File: config.mk
export PLATFORM = sky130hd
export DESIGN_NAME = sram_req_ctrl
export DESIGN_NICKNAME = d
export VERILOG_FILES = /design/src/rtl/sram_req_ctrl.sv
export SDC_FILE = /design/constraint.sdc
export NUM_CORES = 1
export LEC_CHECK = 0
export ABC_CLOCK_PERIOD_IN_PS = 4960
export CAP_MARGIN = 40
export CORE_ASPECT_RATIO = 1.5
export CORE_MARGIN = 5
export CORE_UTILIZATION = 30
export CTS_CLUSTER_SIZE = 25
export DETAILED_ROUTE_END_ITERATION = 12
export PLACE_DENSITY = 0.61
export SETUP_SLACK_MARGIN = 0.5
export SYNTH_ARGS = -nofsm -noshare
export SYNTH_HDL_FRONTEND = slang
export SYNTH_SLANG_ARGS = --single-unit
export TNS_END_PERCENT = 50
File: constraint.sdc
create_clock -name clk -period 4.96 [get_ports clk]
set_input_delay 0.496 -clock clk [delete_from_list [all_inputs] [get_ports clk]]
set_output_delay 0.496 -clock clk [all_outputs]
set_load 0.05 [all_outputs]
File: src/rtl/sram_req_ctrl.sv
// ============================================================================
// Module  : sram_req_ctrl
// Brief   : Arbitrates write/read requests onto a two-bank SRAM port, buffers
//           read responses in a 3-entry FIFO, and runs a bulk-clear sequencer.
// Revision: 1.0 - initial release
// ============================================================================
`timescale 1ns/1ps
`default_nettype none

module sram_req_ctrl #(
  parameter int DW = 8,
  parameter int AW = 11
) (
  input  logic            clk,
  input  logic            rst_n,
  input  logic            wr_valid,
  output logic            wr_ready,
  input  logic [AW-1:0]   wr_addr,
  input  logic            wr_bank,
  input  logic [DW-1:0]   wr_data,
  input  logic            rd_valid,
  output logic            rd_ready,
  input  logic [AW-1:0]   rd_addr,
  output logic            rsp_valid,
  input  logic            rsp_ready,
  output logic [2*DW-1:0] rsp_data,
  input  logic            clr_start,
  input  logic [DW-1:0]   clr_value,
  output logic            clr_busy,
  output logic            sram_cen,
  output logic            sram_wen,
  output logic            sram_sel,
  output logic [AW-1:0]   sram_addr,
  output logic [DW-1:0]   sram_din,
  input  logic [2*DW-1:0] sram_dout
);

  typedef enum logic [1:0] {IDLE = 2'd0, CLR_LO = 2'd1, CLR_HI = 2'd2} state_t;

  state_t          state_q, state_d;
  logic [AW-1:0]   cnt_q, cnt_d;
  logic [DW-1:0]   clrv_q, clrv_d;
  logic            cen_q, cen_d, wen_q, wen_d, sel_q, sel_d;
  logic [AW-1:0]   addr_q, addr_d;
  logic [DW-1:0]   din_q, din_d;
  logic            p1_q, p2_q;   // read issued one / two edges ago
  logic            rr_q;         // 0: write wins next contention
  logic            en_q;         // readies held low until first edge after reset
  logic [2*DW-1:0] mem_q [3];
  logic [1:0]      rptr_q, wptr_q, fcnt_q;

  logic       pop, busy, rd_elig, wr_elig, contend, grant_w, grant_r;
  logic [2:0] occ;

  function automatic logic [1:0] ptr_inc(input logic [1:0] p);
    return (p == 2'd2) ? 2'd0 : p + 2'd1;
  endfunction

  assign busy      = (state_q != IDLE);
  assign rsp_valid = (fcnt_q != 2'd0);
  assign rsp_data  = mem_q[rptr_q];
  assign pop       = rsp_valid && rsp_ready;
  // Occupancy counts reads still in the SRAM pipeline so a new read always has a slot.
  assign occ       = {1'b0, fcnt_q} - {2'b00, pop} + {2'b00, p1_q} + {2'b00, p2_q};
  assign wr_elig   = en_q && !busy;
  assign rd_elig   = en_q && !busy && (occ < 3'd3);
  assign contend   = wr_valid && wr_elig && rd_valid && rd_elig;
  assign grant_w   = wr_valid && wr_elig && !(contend && rr_q);
  assign grant_r   = rd_valid && rd_elig && !(contend && !rr_q);
  assign wr_ready  = wr_elig && !grant_r;
  assign rd_ready  = rd_elig && !grant_w;
  assign clr_busy  = busy;

  assign sram_cen  = cen_q;
  assign sram_wen  = wen_q;
  assign sram_sel  = sel_q;
  assign sram_addr = addr_q;
  assign sram_din  = din_q;

  always_comb begin
    state_d = state_q;
    cnt_d   = cnt_q;
    clrv_d  = clrv_q;
    cen_d   = 1'b1;
    wen_d   = 1'b1;
    sel_d   = sel_q;
    addr_d  = addr_q;
    din_d   = din_q;
    if (grant_w) begin
      cen_d  = 1'b0;
      wen_d  = 1'b0;
      sel_d  = wr_bank;
      addr_d = wr_addr;
      din_d  = wr_data;
    end else if (grant_r) begin
      cen_d  = 1'b0;
      addr_d = rd_addr;
    end
    case (state_q)
      IDLE: begin
        if (clr_start && en_q) begin
          state_d = CLR_LO;
          clrv_d  = clr_value;
          cnt_d   = '0;
        end
      end
      CLR_LO, CLR_HI: begin
        // Hold off until reads already issued have been captured.
        if (!p1_q && !p2_q) begin
          cen_d  = 1'b0;
          wen_d  = 1'b0;
          sel_d  = (state_q == CLR_HI);
          addr_d = cnt_q;
          din_d  = clrv_q;
          cnt_d  = cnt_q + 1'b1;
          if (cnt_q == {AW{1'b1}}) state_d = (state_q == CLR_LO) ? CLR_HI : IDLE;
        end
      end
      default: state_d = IDLE;
    endcase
  end

  always_ff @(posedge clk or negedge rst_n) begin
    if (!rst_n) begin
      state_q <= IDLE;
      cnt_q   <= '0;
      clrv_q  <= '0;
      cen_q   <= 1'b1;
      wen_q   <= 1'b1;
      sel_q   <= 1'b0;
      addr_q  <= '0;
      din_q   <= '0;
      p1_q    <= 1'b0;
      p2_q    <= 1'b0;
      rr_q    <= 1'b0;
      en_q    <= 1'b0;
    end else begin
      state_q <= state_d;
      cnt_q   <= cnt_d;
      clrv_q  <= clrv_d;
      cen_q   <= cen_d;
      wen_q   <= wen_d;
      sel_q   <= sel_d;
      addr_q  <= addr_d;
      din_q   <= din_d;
      p1_q    <= grant_r;
      p2_q    <= p1_q;
      en_q    <= 1'b1;
      if (contend) rr_q <= grant_w;
    end
  end

  always_ff @(posedge clk or negedge rst_n) begin
    if (!rst_n) begin
      for (int i = 0; i < 3; i++) mem_q[i] <= '0;
      rptr_q <= '0;
      wptr_q <= '0;
      fcnt_q <= '0;
    end else begin
      if (p2_q) begin
        mem_q[wptr_q] <= sram_dout;
        wptr_q        <= ptr_inc(wptr_q);
      end
      if (pop) rptr_q <= ptr_inc(rptr_q);
      fcnt_q <= fcnt_q + {1'b0, p2_q} - {1'b0, pop};
    end
  end

endmodule

`default_nettype wire

==> flow_metrics.env, run 1 <==
export IMPL_status="complete, no violations"
export IMPL_final_antenna_net_count=0
export IMPL_yosys_most_used_dff="dfrtp_1"
export IMPL_synth_warnings=0
export IMPL_synth_area_leaders="dfrtp_1 52%, mux2_2 13%, mux2i_1 7.6%, o21ai_0 2.8%, nand2_1 2.6%"
export IMPL_syn_nets=476
export IMPL_synth_edf_count=0
export IMPL_layout_nets=577
export IMPL_leakage_nw=2.73
export IMPL_yosysSeqAreaShare_pct=53.3
export IMPL_r2r_cells=12
export IMPL_hold_violations=0
export IMPL_min_period_ps=3840
export IMPL_cp_end_kind="output port"
export IMPL_drc=0
export IMPL_setup_viol=0
export IMPL_report_final_slew_viol_count=0
export IMPL_drive_gt1_share_pct=17.6
export IMPL_grt_use_total_pct=12.9
export IMPL_crit_chain="or2_2 > nand2_1 > inv_1 > ha_1 > fa_1 > inv_1 > fa_1 > nand2b_1 > nand4_1 > buf_4 > and3_1 > buf_4"
export IMPL_hold_path_class="input pin to asynchronous set/reset pin"
export IMPL_crit_path_top_delay_cell="dfrtp_1"
export IMPL_cp_max_fo=13
export IMPL_rsz0062_at_grt="no"
export IMPL_cp_startpoint="fcnt_q[1]"
export IMPL_die_area_um2=18500
export IMPL_syn_area_um2=4750
export IMPL_io_buffers=102
export IMPL_viasPerCell=4.81
export IMPL_whs_ps=98.0
export IMPL_ctsHoldBuffers=0
export IMPL_rows=56
export IMPL_synth_top_area_share_pct=52.2
export IMPL_dr_pass1_iters=4
export IMPL_h_tree_depth=3
export IMPL_overflow=0
export IMPL_async_flop_share_pct=100
export IMPL_area_growth_pct=34.2
export IMPL_cts_max_path_buffers=2
export IMPL_antenna_cells=0
export IMPL_root_buffer="clkbuf_16"
export IMPL_wl_per_cell_um=16.2
export IMPL_wl_mm=11.6
export IMPL_coreArea_um2=15600
export IMPL_peakVddDrop_v=0.000301
export IMPL_cts_tree="yes"
export IMPL_cts_buffers=9
export IMPL_tightest_slew_ps=839
export IMPL_regToRegStartpoint="fcnt_q[1]"
export IMPL_ys_ff_latch=101
export IMPL_avgSynthCellArea_um2=11.7
export IMPL_period_share_pct=77.3
export IMPL_netlist_instances=406
export IMPL_ctsResizeCount=0
export IMPL_fmax_ghz=0.261
export IMPL_crit_type="flip-flop to output port"
export IMPL_ioPinCount=103
export IMPL_layout_common_cells="99 x dfrtp_1, 99 x clkdlybuf4s50_1, 56 x mux2_2, 36 x mux2i_1, 33 x nand2_1"
export IMPL_powerDensity_nw_per_um2=716
export IMPL_via_count=3439
export IMPL_grt_max_degree=36
export IMPL_clk_latency_ps=340
export IMPL_grt_pass1_wl_mm=19.1
export IMPL_worstPathArrival_ps=3340
export IMPL_synth_area_leader_cell="dfrtp_1"
export IMPL_die_x_um=113
export IMPL_multi_input_area_um2=2090
export IMPL_post_dp_hpwl_mm=8.63
export IMPL_cp_num_buf_inv=4
export IMPL_clkTransAtPathRegs_ps=70
export IMPL_cpLargestDelayFamily="adder cells"
export IMPL_tns_ps=0
export IMPL_grt_pass1_vias=3766
export IMPL_antenna_found_initial=0
export IMPL_r2r_slack_ps=1300
export IMPL_skew_ps=8.12
export IMPL_first_iter_violations=92
export IMPL_cts_setup_buffers=0
export IMPL_slew_headroom_pct=44.1
export IMPL_ys_types=43
export IMPL_place_congestion=0.760
export IMPL_slowest_delay_ps=420
export IMPL_reg2reg_to="sram_addr[1]"
export IMPL_cap_violations=0
export IMPL_start_kind="flip-flop"
export IMPL_fill_cells=1513
export IMPL_cts_sinks=101
export IMPL_die_h_um=164
export IMPL_regArea_um2=2530
export IMPL_required_ps=4460
export IMPL_start_util_pct=30.4
-- worst max path at each step --
stage / to / cells past startpoint
floorplan: wr_ready / 11
global placement: rd_ready / 11
detailed placement: rd_ready / 11
CTS: rd_ready / 11
global route: rd_ready / 11
finish: wr_ready / 12
-- layout make-up --
class	instances	area share [%]
timing repair buffer	111	17.5
sequential	101	39.7
clock inverter	4	0.864
multi-input combinational	270	32.9
clock buffer	12	4.18
inverter	14	0.825
tap	203	3.99
-- synth_stat cells, drive strengths merged (3+ instances only) --
library cell  number
dfrtp             99
o2bb2ai           10
xnor2              5
inv               14
a21o               5
nand3              9
mux2i             36
nor3               4
a21oi             18
mux2              57
nor2              18
nand2             33
o31ai              6
clkbuf            16
nand2b             3
nand4              4
o21ai             27
buf                5
ha                 7
xor2               3
or4                5
-- cell families (layout without fill, tap and decap cells) --
group,Yosys count,count (layout),synth area share [%]
mux,93,93,21.1
buf+inv,35,141,2.98
xor+xnor,8,8,1.48
flops,101,101,53.3
other cells,1,1,0.0790
simple gates,86,86,8.75
compound gates,73,73,9.62
fa+ha+maj,9,9,2.69
-- layer usage --
layer  vias up  global-route usage (%)  routed length (um)
li1       1640                       -                   -
met1      1721                    14.1                4590
met2        68                    24.5                6440
met3        10                    2.76                 392
met4         0                    3.94                 161
met5         -                       0                   0
-- through the flow --
step           setup WS (ps)  area, um2  total power, mW  std cells  utilization, %
2_1_floorplan           1200       4750             3.09        406               -
3_3_place_gp             916       5980             3.79        695            38.3
6_report                1120       6370             4.56        715            40.8
3_5_place_dp             852       6050             3.87        699            38.7
5_1_grt                  870       6370             4.86        715            40.8
4_1_cts                  684       6370             4.64        715            40.8
-- registers in the layout (all words and copies together), names as in the netlist, 2 cells and up --
name	flops
sram_addr	11
mem_q	48
wptr_q	2
cnt_q	11
state_q	2
rptr_q	2
fcnt_q	2
clrv_q	8
sram_din	8
-- worst register-to-register path, stage by stage, from the launching register on --
cell      delay (ps)
dfrtp_1          420
or2_2            320
nand2_1          120
inv_1            100
ha_1             300
fa_1             360
inv_1             70
fa_1             400
nand2b_1         170
a41oi_2          140
buf_4            250
nor2_1           680
a21oi_1          160
-- power breakdown --
part	total [mW]	internal (mW)	switching, mW
Combinational	2.37	0.926	1.45
Sequential	1.45	1.20	0.243
Clock	0.741	0.434	0.306
Total	4.56	2.56	2.00
(Power assumes the default switching activity.)
==> inputs of run 2 (changes only) <==
--- a/config.mk
+++ b/config.mk
@@ -5,7 +5,7 @@
 export SDC_FILE = /design/constraint.sdc
 export NUM_CORES = 1
 export LEC_CHECK = 0
-export ABC_CLOCK_PERIOD_IN_PS = 4960
+export ABC_CLOCK_PERIOD_IN_PS = 3700
 export CAP_MARGIN = 40
 export CORE_ASPECT_RATIO = 1.5
 export CORE_MARGIN = 5
==> constraint.sdc (replaced) <==
create_clock -name clk -period 3.7 [get_ports clk]
set_input_delay 0.37 -clock clk [delete_from_list [all_inputs] [get_ports clk]]
set_output_delay 0.37 -clock clk [all_outputs]
set_load 0.05 [all_outputs]
==> flow_metrics.env, run 2 (synthesized netlist as in run 1, its figures left out) <==
export IMPL_period_share_pct=84.3
export IMPL_coreArea_um2=15600
export IMPL_net_switching_power_mw=2.77
export IMPL_drc=0
export IMPL_fmax_ghz=0.321
export IMPL_overflow=0
export IMPL_die_area_um2=18500
export IMPL_viasPerCell=4.84
export IMPL_regArea_um2=2530
export IMPL_root_buffer="clkbuf_16"
export IMPL_skew_ps=8.11
export IMPL_final_cell_count_no_fill=726
export IMPL_final_common_cell="dfrtp_1"
export IMPL_wl_per_cell_um=16.4
export IMPL_h_tree_depth=3
export IMPL_status="complete, no violations"
export IMPL_die_h_um=164
export IMPL_tightest_slew_ps=815
export IMPL_grt_max_degree=61
export IMPL_fill_cells=1502
export IMPL_comb_power_share_pct=53.3
export IMPL_seq_power_share_pct=30.5
export IMPL_cts_tree="yes"
export IMPL_largest_reg_flops=48
export IMPL_clkTransAtPathRegs_ps=70
export IMPL_p_int_mw=3.57
export IMPL_drive_gt1_share_pct=24.7
export IMPL_start_kind="flip-flop"
export IMPL_ioPinCount=103
export IMPL_multi_input_area_um2=2150
export IMPL_layout_nets=588
export IMPL_dr_pass1_iters=4
export IMPL_clkPwrFrac_pct=16.3
export IMPL_io_buffers=102
export IMPL_peakVddDrop_v=0.000497
export IMPL_final_util_pct=41.7
export IMPL_tns_ps=0
export IMPL_wl_mm=11.9
export IMPL_cp_end_kind="output port"
export IMPL_p_sw_share_pct=43.7
export IMPL_place_congestion=0.738
export IMPL_cts_max_path_buffers=2
export IMPL_powerDensity_nw_per_um2=972
export IMPL_crit_type="flip-flop to output port"
export IMPL_via_count=3515
export IMPL_clk_latency_ps=340
export IMPL_die_x_um=113
export IMPL_hold_path_class="input pin to asynchronous set/reset pin"
export IMPL_cts_sinks=101
export IMPL_slew_headroom_pct=45.7
export IMPL_leakage_nw=2.81
export IMPL_worstPathArrival_ps=2750
export IMPL_start_util_pct=30.4
export IMPL_first_iter_violations=116
export IMPL_antenna_found_initial=0
export IMPL_grt_pass1_wl_mm=19.7
export IMPL_antenna_cells=0
export IMPL_rsz0062_at_grt="yes"
export IMPL_required_ps=3330
export IMPL_hold_violations=0
export IMPL_cap_violations=0
export IMPL_post_dp_hpwl_mm=8.69
export IMPL_regMostFlops="mem_q"
export IMPL_rows=56
export IMPL_report_final_slew_viol_count=0
export IMPL_area_growth_pct=37.3
export IMPL_grt_use_total_pct=13.4
export IMPL_layout_common_cells="98 x dfrtp_1, 83 x clkdlybuf4s50_1, 56 x mux2_2, 36 x mux2i_1, 33 x buf_4"
export IMPL_cts_buffers=9
export IMPL_grt_pass1_vias=3877
export IMPL_setup_viol=0
export IMPL_dpl_cell_count=701
export IMPL_cp_max_fo=4
export IMPL_final_antenna_net_count=0
export IMPL_ctsHoldBuffers=0
export IMPL_min_period_ps=3120
## run 2: cell count changes in the layout (fill, tap and decap cells not counted), moves of 2 or more
cell             before  now
buf_16                0    2
buf_4                 7   33
clkbuf_8              3    0
clkdlybuf4s50_1      99   83
fa_1                  2    0
fa_2                  0    2
inv_1                14   12
inv_6                 0    2
## run 2: timing repair
item                                    in CTS  in global routing
pin swaps                                    1                  5
gates resized for setup                      9                  4
hold endpoints to repair                     0                  0
cloned                                       0                  0
endpoints found under the setup margin       2                 13
buffers inserted                             6                  3
## run 2: cell type report
cell class              count  share of cell area [%]
clock buffers               9                    3.45
clock inverters             7                    1.61
inverters                  14                   0.844
multi-input cells         270                    32.9
flip-flops and latches    101                    38.8
well taps                 203                    3.90
repair buffers            122                    18.5
## run 2: power by group through the flow
| stage | clock, mW | combinational (mW) | sequential, mW |
|---|---|---|---|
| final | 1.03 | 3.38 | 1.93 |
| after detailed placement | 0 | 3.27 | 1.96 |
| after global routing | 1.11 | 3.63 | 2.00 |
| after global placement | 0 | 3.12 | 1.96 |
| after CTS | 1.07 | 3.36 | 1.94 |
| after floorplan | 0 | 1.90 | 2.26 |
## run 2: final timing paths
| kind | start | endpoint | slack [ps] | cells past startpoint |
|---|---|---|---|---|
| setup / recovery | fcnt_q[1] | wr_ready | 580 | 11 |
| hold / removal | rst_n | mem_q[2] | 30 | 1 |
| setup reg to reg | fcnt_q[1] | sram_addr[4] | 690 | 15 |
| hold reg to reg | p1_q | p2_q | 470 | 0 |
| max in group asynchronous | rst_n | sram_wen | 2910 | 2 |
| min in group clk | p1_q | p2_q | 470 | 0 |
## run 2: critical path: stages (launching register included)
cell	delay, ps
dfrtp_2	400
or2_4	260
nand2_4	90
inv_4	50
ha_4	210
fa_2	330
inv_2	60
fa_2	450
nand2b_4	100
nand4_1	100
and3_4	220
buf_8	140
## run 2: per-layer routing
layer	GRT usage [%]	part of all wire [%]	vias up
met5	0	0	-
met1	14.6	39	1773
met4	4.70	1.8	0
li1	-	-	1662
met2	25.3	56	67
met3	2.84	3.4	13
## run 2: stage by stage
step | hold WS (ps) | cell area [um2] | worst slack [ps] | power, mW
after floorplan | 74.4 | 4770 | 514 | 4.15
after global placement | 401 | 5990 | 507 | 5.09
after detailed placement | 406 | 6070 | 499 | 5.23
after CTS | 31.8 | 6480 | 546 | 6.37
after global routing | 67.8 | 6520 | 453 | 6.74
final | 30.1 | 6520 | 582 | 6.34
==> variant 1: new RTL, settings of run 1 <==
The parameter `AW` goes from 11 to 10.
--- a/src/rtl/sram_req_ctrl.sv
+++ b/src/rtl/sram_req_ctrl.sv
@@ -10,5 +10,5 @@
 module sram_req_ctrl #(
   parameter int DW = 8,
-  parameter int AW = 11
+  parameter int AW = 10
 ) (
   input  logic            clk,
Interface: changed (resized rd_addr, sram_addr and wr_addr); port bits go from 103 to 100. No check against the original RTL was run, so the function may have changed too.
==> variant 1 against run 1 <==
Sequential cell count decreased by 2. Largest cell class unchanged. Synthesized area decreased by 1.7%. Highest routed layer unchanged. Non-clock buffer count decreased by 3. Largest power group unchanged. Maximum frequency down 7.7%. Setup slack got worse by 0.32 ns. Core utilization grew 0.27 points. Wire length grew 0.62%. Cell area shrank 2.0%. Sequential share of layout area about the same. Total power grew 0.14%. First-iteration DRC count shrank 5.4%.
==> variant 1: results (changes against run 1) <==
| Metric | Value |
|---|---|
| Status | `completed` |
| Comb pwr | `2.48 mW (+5%)` |
| Sequential share of the synthesized area | `53.1% (-0.16 points)` |
| Multi-In Gates | `255 (-5.6%)` |
| Routability congestion estimate from global placement | `0.798 (+5.0%)` |
| Routed wire length | `11.6 mm (+0.62%)` |
| GRT Total Usage | `13.2% (+0.38 points)` |
| Overall Power | `4.57 mW (+0.14%)` |
| R2R depth | `13 (+1)` |
| Fraction of area in multi-input gates | `32.9% (+0.057 points)` |
| Vias in the first global route | `3523 (-6.5%)` |
| DP Cell Count | `675 (-3.4%)` |
| CP max stage delay | `0.87 ns (+0.45 ns)` |
| GR Layer Usage met1 | `14.9% (+0.86 points)` |
| Cell count after synthesis | `386 (-4.9%)` |
| Global-route wire length before repair | `18.9 mm (-1.0%)` |
| Worst Setup EP | `rd_ready` |
| Signal buffers | `108 (-2.7%)` |
| Pin count of the biggest net entering global routing | `53 (+47%)` |
| Post-DP HPWL | `8.61 mm (-0.21%)` |
| Port bufs | `99 (-2.9%)` |
| Clock Skew | `0.00595 ns (-0.00218 ns)` |
| CP max FO | `4 (-9)` |
| FF+latch area | `2480 µm² (-2.0%)` |
| Iter 0 DRT Violations | `87 (-5.4%)` |
| CP Data Arrival Time | `3.66 ns (+0.32 ns)` |
| RR Endpoint | `sram_addr[4]$_DFF_PN0_` |
| Net count after synthesis | `454 (-4.6%)` |
| Final worst-path cycle share | `83.8% (+6.5 points)` |
| Final nets | `555 (-3.8%)` |
| Layout sequential cell count | `99 (-2.0%)` |
| Reg2reg setup slack | `1.56 ns (+0.26 ns)` |
| Drt wl/cell | `16.9 µm (+4.1%)` |
| Final clock-cell share | `4.53% (-0.52 points)` |
| Worst slack at placement | `0.677 ns (-0.175 ns)` |
| Slowest-stage cell, CP | `clkdlybuf4s50_1` |
| Clkbuf count | `13 (+1)` |
| Vias post-DR | `3189 (-7.3%)` |
| Syn Std Cell Area | `4670 µm² (-1.7%)` |
| M3 GR Usage | `2.71% (-0.051 points)` |
| Share of cells above drive strength 1 | `18.9% (+1.3 points)` |
| Top cells by count, synth | `dfrtp_1 (97), mux2_2 (45), mux2i_1 (35), nand2_1 (32), nor2_1 (22)` |
| Flop pwr share | `31.1% (-0.6 points)` |
| Fill count | `1438 (-5.0%)` |
## variant 1: worst max-delay path: cells and delay by family (launching register included)
family                   cells  cell delay, ns
buffers and inverters        4            1.14
adder cells (fa/ha/maj)      3            1.05
AND/OR/NAND/NOR              4            0.59
flip-flops                   1            0.41
AO/OA/AOI/OAI                1            0.13
## variant 1: timing repair
| action | 4_1_cts | 5_1_grt |
|---|---|---|
| gates resized for setup | 0 | 1 |
| setup endpoints to repair | 0 | 1 |
| endpoints found under the hold margin | 0 | 0 |
## variant 1: kinds of logic after synthesis
logic type,Yosys count,synth area share [%]
buffers and inverters,32,3.03
multiplexers,93,22.3
adder cells (fa/ha/maj),9,2.73
other,1,0.0804
XOR/XNOR,12,2.25
flip-flops,99,53.1
AND/OR/NAND/NOR,82,8.34
AO/OA/AOI/OAI,58,8.12
## variant 1: per-layer routing
metal / vias to the layer above / share of wire (%)
li1: 1545 / -
met1: 1586 / 41
met2: 46 / 54
met3: 12 / 2.9
met4: 0 / 1.8
met5: - / 0
==> variant 2: new RTL, flow settings as in run 1 <==
Without the edit above. Re-encode `state_t` (3 states) as one-hot, 3 bits wide.
--- a/src/rtl/sram_req_ctrl.sv
+++ b/src/rtl/sram_req_ctrl.sv
@@ -36,5 +36,5 @@
 );
 
-  typedef enum logic [1:0] {IDLE = 2'd0, CLR_LO = 2'd1, CLR_HI = 2'd2} state_t;
+  typedef enum logic [2:0] {IDLE = 3'b001, CLR_LO = 3'b010, CLR_HI = 3'b100} state_t;
 
   state_t          state_q, state_d;
Behaviour: no difference found for any inputs over 10 cycles, from zero or initial values and one cycle with rst_n low; not proved beyond that.
==> variant 2 against run 1 <==
Cell count grew 1.1%. Synthesized area down 0.45%. Setup slack got worse by 0.25 ns. Total power fell by 12%. Wire length is 0.16% lower. Sequential cell count rose by 1. Cell area fell by 1.6%. Maximum frequency shrank 6.2%. Critical path depth rose by 1. Critical endpoint is now rd_ready. Highest routed layer unchanged.
==> variant 2: results (changes against run 1) <==
| Metric | Value |
|---|---|
| Status | `completed` |
| Placed inst area | `5990 µm² (-0.91%)` |
| TritonCTS buffer count | `9 (unchanged)` |
| CP max stage delay | `0.84 ns (+0.42 ns)` |
| DP Cell Count | `707 (+1.1%)` |
| Synth area leaders | `dfrtp_1 (52%), mux2i_1 (8.3%), mux2_2 (7.6%), nand2_1 (5.0%), mux2_1 (3.8%)` |
| Kind of cell adding the most delay to the critical path | `buffers and inverters` |
| CP max FO | `4 (-9)` |
| Final std cells w/o fill | `723 (+1.1%)` |
| Net count after synthesis | `480 (+0.84%)` |
| Sequential share of the synthesized area | `54.1% (+0.80 points)` |
| Synthesized area per cell | `11.4 µm² (-2.1%)` |
| Max VDD drop | `0.000274 V (-9.1%)` |
| Iter 0 DRT Violations | `91 (-1.1%)` |
| Post-DP HPWL | `8.63 mm (about the same)` |
| GRT Total Usage | `12.9% (+0.033 points)` |
| Clk slew on worst S/H paths | `0.07 ns (about the same)` |
| Clock Skew | `0.00741 ns (-0.000717 ns)` |
| Synth cell types | `45 (+4.7%)` |
| Final nets | `582 (+0.87%)` |
| Final ANT Viol Nets | `0 (unchanged)` |
| Global-route wire length before repair | `19.0 mm (-0.62%)` |
| Share of cells above drive strength 1 | `13.8% (-3.7 points)` |
| Routed wire length | `11.6 mm (-0.16%)` |
| H-tree depth | `3 (unchanged)` |
| Internal | `2.26 mW (-12%)` |
| Yosys warns | `0 (unchanged)` |
| CP Data Arrival Time | `3.59 ns (+0.25 ns)` |
| DR DRC count | `0 (unchanged)` |
| Hold crit path type | `input port to asynchronous set/reset pin` |
| Top cells by count, synth | `dfrtp_1 (99), nand2_1 (63), mux2i_1 (39), mux2_2 (32), o21ai_1 (20)` |
| Routability congestion estimate from global placement | `0.829 (+9.2%)` |
| Port bufs | `102 (unchanged)` |
| Pleak | `2.59 nW (-5.2%)` |
| Vias in the first global route | `3788 (+0.58%)` |
| Pin count of the biggest net entering global routing | `42 (+17%)` |
| Worst-margin pin slew | `0.800 ns (-0.0394 ns)` |
| Slowest-stage cell, CP | `clkdlybuf4s50_1` |
| Vias post-DR | `3417 (-0.64%)` |
[variant 2: changes by cell type after synthesis, moves of 11 or more]
| cell | delta |
|---|---|
| mux2_2 | -24 |
| o21ai_1 | +20 |
| a22oi_1 | +11 |
| nand2_1 | +30 |
| mux2_1 | +15 |
| a21oi_1 | -16 |
[variant 2: area by class of cell]
cell class / count / area, µm²
clock buffer: 10 / 229
clock inverter: 6 / 45.0
fill: 1582 / 9290
inverter: 12 / 45.0
multi-input combinational: 278 / 2010
sequential: 102 / 2560
tap: 203 / 254
timing repair buffer: 112 / 1120
[variant 2: cells by family after synthesis]
kind of cell / after synthesis / synth area share, %
AOI/OAI and AO/OA: 57 / 6.91
xor gates and xnor gates: 13 / 2.41
adders and majority gates: 6 / 1.91
buffers and inverters: 33 / 3.42
DFF: 102 / 54.1
muxes: 87 / 19.7
other: 1 / 0.0794
and+or+nand+nor: 114 / 11.5
[variant 2: per-layer routing]
layer	track usage [%]	up-vias	share of wire [%]
met5	0	-	0
met4	4.37	0	1.3
met3	2.43	12	3.3
met2	24.0	64	56
met1	14.7	1717	40
li1	-	1624	-
[variant 2: final timing paths]
check                                    startpoint                endpoint  slack, ns  depth (start not counted)
max in group asynchronous                     rst_n      sram_cen$_DFF_PN1_       3.79                          3
worst min register to register       p1_q$_DFF_PN0_          p2_q$_DFF_PN0_       0.46                          0
worst max-delay path            fcnt_q[1]$_DFF_PN0_                rd_ready       0.87                         13
min in group clk                     p1_q$_DFF_PN0_          p2_q$_DFF_PN0_       0.46                          0
worst min-delay path                          rst_n   mem_q[35]$_DFFE_PN0P_        0.1                          1
worst max register to register  fcnt_q[1]$_DFF_PN0_  sram_addr[4]$_DFF_PN0_       1.84                         14
[variant 2: worst reg2reg max path: cells and delay by family, from the launching register on]
| family | cells | cell delay [ns] |
|---|---|---|
| AO/OA/AOI/OAI | 1 | 0.08 |
| multiplexers | 1 | 0.23 |
| AND/OR/NAND/NOR | 5 | 0.67 |
| flip-flops | 1 | 0.41 |
| adder cells (fa/ha/maj) | 3 | 1.06 |
| buffers and inverters | 4 | 0.56 |
[variant 2: metrics by stage]
| step | worst slack [ns] | total power [mW] |
|---|---|---|
| floorplan | 1.22 | 2.70 |
| global placement | 0.884 | 3.32 |
| detailed placement | 0.865 | 3.37 |
| CTS | 0.816 | 4.05 |
| global route | 0.588 | 4.22 |
| finish | 0.873 | 3.99 |
[variant 2: power groups by stage]
stage                     sequential (mW)  combinational, mW  clock, mW
after floorplan                      1.61               1.08          0
final                                1.37               1.95      0.667
after detailed placement             1.39               1.98          0
after global placement               1.37               1.95          0
after CTS                            1.37               1.99      0.688
after global routing                 1.41               2.09      0.720
